===== src/rtl/fetch_unit.sv =====
// Instruction-fetch stage: owns the PC, buffers fetched words in a small FIFO for decode.
// Optional build macro FETCH_MISALIGN_TRAP_EN: misaligned redirects raise a sticky fault and halt fetch.
module fetch_unit #(
   parameter int unsigned IMEM_BYTES = 64,
   parameter logic [63:0] RESET_PC   = 64'd0,
   parameter int unsigned FIFO_DEPTH = 2
) (
   input  logic        clk,
   input  logic        rst_n,
   output logic [63:0] imem_addr,
   input  logic [31:0] imem_instr,
   input  logic        br_valid,
   input  logic [63:0] br_target,
   output logic        id_valid,
   input  logic        id_ready,
   output logic [31:0] id_instr,
   output logic [63:0] id_pc,
   output logic        halted,
   output logic        fault
);

   localparam int unsigned   PTR_W    = $clog2(FIFO_DEPTH);
   localparam logic [63:0]   IMEM_END = 64'(IMEM_BYTES);
   localparam logic [PTR_W:0] CNT_FULL = (PTR_W + 1)'(FIFO_DEPTH);

   logic [63:0]      pc_q, pc_d;
   logic             halted_q, halted_d;
   logic             fault_q, fault_d;
   logic [PTR_W-1:0] wr_ptr_q, wr_ptr_d, rd_ptr_q, rd_ptr_d;
   logic [PTR_W:0]   cnt_q, cnt_d;
   logic [31:0]      instr_q [FIFO_DEPTH];
   logic [63:0]      pcbuf_q [FIFO_DEPTH];

   logic        pop, push, misalign;
   logic [63:0] tgt_al, pc_inc;

   assign tgt_al = br_target & ~64'd3;
   assign pc_inc = pc_q + 64'd4;

`ifdef FETCH_MISALIGN_TRAP_EN
   assign misalign = (br_target[1:0] != 2'b00);
`else
   assign misalign = 1'b0;
`endif

   assign id_valid  = (cnt_q != '0);
   assign pop       = id_valid & id_ready;
   assign push      = !halted_q & !br_valid & ((cnt_q != CNT_FULL) | pop);
   assign imem_addr = pc_q;
   assign id_instr  = instr_q[rd_ptr_q];
   assign id_pc     = pcbuf_q[rd_ptr_q];
   assign halted    = halted_q;
   assign fault     = fault_q;

   always_comb begin
      pc_d     = pc_q;
      halted_d = halted_q;
      fault_d  = fault_q;
      wr_ptr_d = wr_ptr_q;
      rd_ptr_d = rd_ptr_q;
      cnt_d    = cnt_q;
      if (br_valid) begin
         // Redirect wins over push and pop: the buffer is simply emptied.
         wr_ptr_d = '0;
         rd_ptr_d = '0;
         cnt_d    = '0;
         pc_d     = tgt_al;
         if (misalign) begin
            fault_d  = 1'b1;
            halted_d = 1'b1;
         end else begin
            halted_d = fault_q | (tgt_al >= IMEM_END);
         end
      end else begin
         if (pop) rd_ptr_d = rd_ptr_q + PTR_W'(1);
         if (push) begin
            wr_ptr_d = wr_ptr_q + PTR_W'(1);
            pc_d     = pc_inc;
            if (pc_inc >= IMEM_END) halted_d = 1'b1;
         end
         case ({push, pop})
            2'b10:   cnt_d = cnt_q + (PTR_W + 1)'(1);
            2'b01:   cnt_d = cnt_q - (PTR_W + 1)'(1);
            default: cnt_d = cnt_q;
         endcase
      end
   end

   always_ff @(posedge clk or negedge rst_n) begin
      if (!rst_n) begin
         pc_q     <= RESET_PC;
         halted_q <= 1'b0;
         fault_q  <= 1'b0;
         wr_ptr_q <= '0;
         rd_ptr_q <= '0;
         cnt_q    <= '0;
      end else begin
         pc_q     <= pc_d;
         halted_q <= halted_d;
         fault_q  <= fault_d;
         wr_ptr_q <= wr_ptr_d;
         rd_ptr_q <= rd_ptr_d;
         cnt_q    <= cnt_d;
      end
   end

   // Storage is cleared on reset so id_instr/id_pc read as zero out of reset.
   always_ff @(posedge clk or negedge rst_n) begin
      if (!rst_n) begin
         for (int unsigned i = 0; i < FIFO_DEPTH; i++) begin
            instr_q[i] <= '0;
            pcbuf_q[i] <= '0;
         end
      end else if (push) begin
         instr_q[wr_ptr_q] <= imem_instr;
         pcbuf_q[wr_ptr_q] <= pc_q;
      end
   end

endmodule


===== config.mk =====
export PLATFORM = sky130hd
export DESIGN_NAME = fetch_unit
export DESIGN_NICKNAME = d
export VERILOG_FILES = /design/src/rtl/fetch_unit.sv
export SDC_FILE = /design/constraint.sdc
export NUM_CORES = 1
export LEC_CHECK = 0
export CAP_MARGIN = 40
export CORE_MARGIN = 2
export CORE_UTILIZATION = 45
export CTS_BUF_LIST = sky130_fd_sc_hd__clkbuf_16
export CTS_CLUSTER_DIAMETER = 40
export CTS_CLUSTER_SIZE = 16
export DETAILED_ROUTE_END_ITERATION = 7
export DONT_BUFFER_PORTS = 1
export PLACE_DENSITY_LB_ADDON = 0.25
export SLEW_MARGIN = 0
export SYNTH_ARGS = -nofsm -noshare
export SYNTH_HDL_FRONTEND = slang
export SYNTH_SLANG_ARGS = --single-unit

===== constraint.sdc =====
create_clock -name clk -period 7.1 [get_ports clk]
set_input_delay 0.355 -clock clk [delete_from_list [all_inputs] [get_ports clk]]
set_output_delay 0.355 -clock clk [all_outputs]
set_load 0.05 [all_outputs]

==> results.toml <==
[setup_path]
cpPeakStageDelay_ns = 0.88
crit_fanout = 11
crit_slowest_cell = "dfrtp_1"
cpMostUsedCell = "nand4_1"
crit_chain = "ha_1, and3_1, nand3_1, nor4_1, xnor2_1, nand4_1, nor4_2, nand4_1, o31a_1"
r2r_start = "imem_addr[2]$_DFFE_PN0P_"
crit_path_end_kind = "flip-flop"
startpoint_type = "flip-flop"
r2r_end = "halted$_DFFE_PN0P_"
worst_ep_arrival_time_ns = 4.50
path_delay_family = "simple AND/OR/NAND/NOR gates"
worstRegToRegCells = 9
crit_buf_inv = 0
required_ns = 7.50
path_class = "flip-flop to flip-flop"
ff2ff_setup_slack_ns = 3.00

[yosys]
synth-seq-cells = 255
netlist_area_um2 = 13510
syn_inst = 1232
yosys_warnings = 0
synth_seq_area_share_pct = 47.24
synth_edf_count = 0
synthArstFlopShare_pct = 100.0
synth.avg_cell_area_um2 = 10.96
synthFlopType = "dfrtp_1"
synth_cell_type_count = 67

[clock_tree]
cts.sinks = 255
cts_tree = "done"
clock_latency_ns = 0.53
cts_setup_buffers = 0
cts_max_level = 2
cts_buffer_depth = 3
cts_buffers = 44
clkTransAtPathRegs_ns = 0.05
clockRootBuffer = "clkbuf_16"

[global_routing]
first_global_vias = 10452
track_usage_pct = 25.00
grt_antenna_before_repair = 1
grt_busiest_layer = "met2"
overflow = 0
gr-usage-met1_pct = 33.05
grt_use_met2_pct = 38.89
grt_pass1_wl_um = 61170
grt_use_met3_pct = 8.097
grt_max_degree = 256

[min_path]
min_path_cells = 2
hold_end = "imem_addr[15]$_DFFE_PN0P_"
hold_path.class = "input pin to flip-flop"
min-delay-start = "br_target[15]"

[timing]
slew_violations = 0
timing.final.ws_setup_ns = 3.001
tightest_slew_ns = 0.8751
holdWs_ns = 0.01891
timing_hold_violations_final = 0
clock_skew_ns = 0.01603
setup_viol = 0
rsz0062_at_grt = "false"
fin_crit_sh_pct = 57.73
period_minus_slack_ns = 4.099
relSlewSlack_pct = 41.66
max_freq_mhz = 244.0
finalSetupTns_ns = 0

[layout]
layout.cells.non_filler = 1714
final_cell_area_um2 = 16230
nFillCells = 2501
drive_gt1_share_pct = 29.10
syn2layout_area_growth_pct = 20.13
final_nets = 1392

[route]
final_antenna_net_count = 0
wl_per_cell_um = 23.29
vias_per_cell = 6.063
drtIter0Drc = 776
vias = 10392
route.detailed.drc = 0
wl_um = 39920
first_pass_iters = 5

[placed_design]
dp_hpwl_um = 25510
post_dp_cell_area_um2 = 13740
port-buffer-count = 0
post-place-ws_ns = 3.107
place_inst = 1532
gp_congestion = 0.8646

[power_and_ir_drop]
leakagePower_uw = 0.007196
peakVddDrop_uv = 210.6
power_per_cell_area_nw_per_um2 = 247.0

[floorplan]
fp.dieW_um = 177.3
ios = 263
core_area_um2 = 29560
die_h_um = 177.3
rows = 63
dieArea_um2 = 31420
initial_core_util_pct = 45.69

[outcome]
status = "finished, final reports clean"

[run]
drv_cap = 0
## stage by stage
stage	power [µW]	utilization (%)
floorplan	1888	-
global placement	1937	46.11
detailed placement	1949	46.48
CTS	4040	54.76
global route	4145	54.89
finish	4008	54.89
## sequential cells by signal, summed over array words and instances (netlist names)
register,cells
cnt_q,2
halted,1
imem_addr,62
instr_q,64
pcbuf_q,124
rd_ptr_q,1
wr_ptr_q,1
## placed cells by master (no fill, tap or decap), types with 5 or more instances in the layout
cell	count
buf_4	8
clkinv_4	7
a221o_1	27
and2_1	5
nand4_1	35
conb_1	5
clkbuf_16	45
a21oi_1	30
o21ai_0	74
and4_1	10
inv_1	25
and3_1	11
xor2_1	14
inv_6	6
nand3_1	33
dfrtp_1	254
xnor2_1	11
nor3b_1	10
nand2_1	107
nor4_1	33
nor2_1	42
a22oi_1	5
a31oi_1	6
buf_16	6
mux2_2	273
nor3_1	32
nor4_2	6
dlygate4sd3_1	100
o311ai_0	7
## repair_timing
item	4_1_cts	5_1_grt
hold buffers	101	1
hold endpoints to repair	382	111
gates resized for setup	0	0
## worst max path at each step
stage,start,end,slack [ns],depth (start not counted)
5_1_grt,imem_addr[2]$_DFFE_PN0P_,halted$_DFFE_PN0P_,2.75,9
6_report,imem_addr[2]$_DFFE_PN0P_,halted$_DFFE_PN0P_,3.00,9
2_1_floorplan,imem_addr[11]$_DFFE_PN0P_,halted$_DFFE_PN0P_,3.86,10
3_3_place_gp,imem_addr[2]$_DFFE_PN0P_,halted$_DFFE_PN0P_,3.14,9
3_5_place_dp,imem_addr[2]$_DFFE_PN0P_,halted$_DFFE_PN0P_,3.11,9
4_1_cts,imem_addr[2]$_DFFE_PN0P_,halted$_DFFE_PN0P_,3.09,9
## metal layers
layer  up-vias  wire length (µm)
li1       4685                 -
met5         -                 0
met2       450             18000
met4         0              1060
met3        68              3989
met1      5189             16870
## synth_stat cells (6+ instances only)
| cell type | instances | area, µm² |
|---|---|---|
| a21oi_1 | 30 | 150.1 |
| a221o_1 | 27 | 270.3 |
| a31oi_1 | 6 | 37.54 |
| and3_1 | 11 | 68.82 |
| and4_1 | 10 | 87.58 |
| buf_1 | 13 | 48.80 |
| buf_2 | 20 | 100.1 |
| buf_4 | 6 | 45.04 |
| clkbuf_1 | 62 | 232.7 |
| dfrtp_1 | 255 | 6381 |
| inv_1 | 17 | 63.81 |
| mux2_2 | 273 | 3074 |
| nand2_1 | 108 | 405.4 |
| nand3_1 | 33 | 165.2 |
| nand4_1 | 35 | 219.0 |
| nor2_1 | 44 | 165.2 |
| nor3_1 | 33 | 165.2 |
| nor3b_1 | 10 | 75.07 |
| nor4_1 | 33 | 206.5 |
| nor4_2 | 6 | 75.07 |
| o21ai_0 | 74 | 370.4 |
| o311ai_0 | 7 | 61.31 |
| xnor2_1 | 11 | 96.34 |
| xor2_1 | 14 | 122.6 |
## where the power goes
group / total (µW) / switching, µW / internal, µW
Combinational: 292 / 168 / 124
Sequential: 1730 / 234 / 1490
Clock: 1990 / 748 / 1240
Total: 4010 / 1150 / 2860
## cells by family after synthesis
logic type | count (synthesis) | share of synthesized area, %
AOI/OAI and AO/OA | 179 | 8.708
xor gates and xnor gates | 26 | 1.742
adders and majority gates | 1 | 0.09262
buffers and inverters | 124 | 3.946
DFF | 255 | 47.24
muxes | 277 | 23.06
other | 1 | 0.02776
and+or+nand+nor | 369 | 15.18
## layout make-up
| class | count | area (µm²) | area share (%) |
|---|---|---|---|
| inverter | 17 | 63.81 | 0.3933 |
| tap | 390 | 488.0 | 3.007 |
| antenna | 1 | 2.502 | 0.01542 |
| timing repair buffer | 116 | 1252 | 7.719 |
| multi-input combinational | 857 | 6633 | 40.88 |
| clock buffer | 45 | 1126 | 6.940 |
| sequential | 255 | 6385 | 39.35 |
| clock inverter | 33 | 275.3 | 1.696 |
Power figures use the tool's default switching activity.
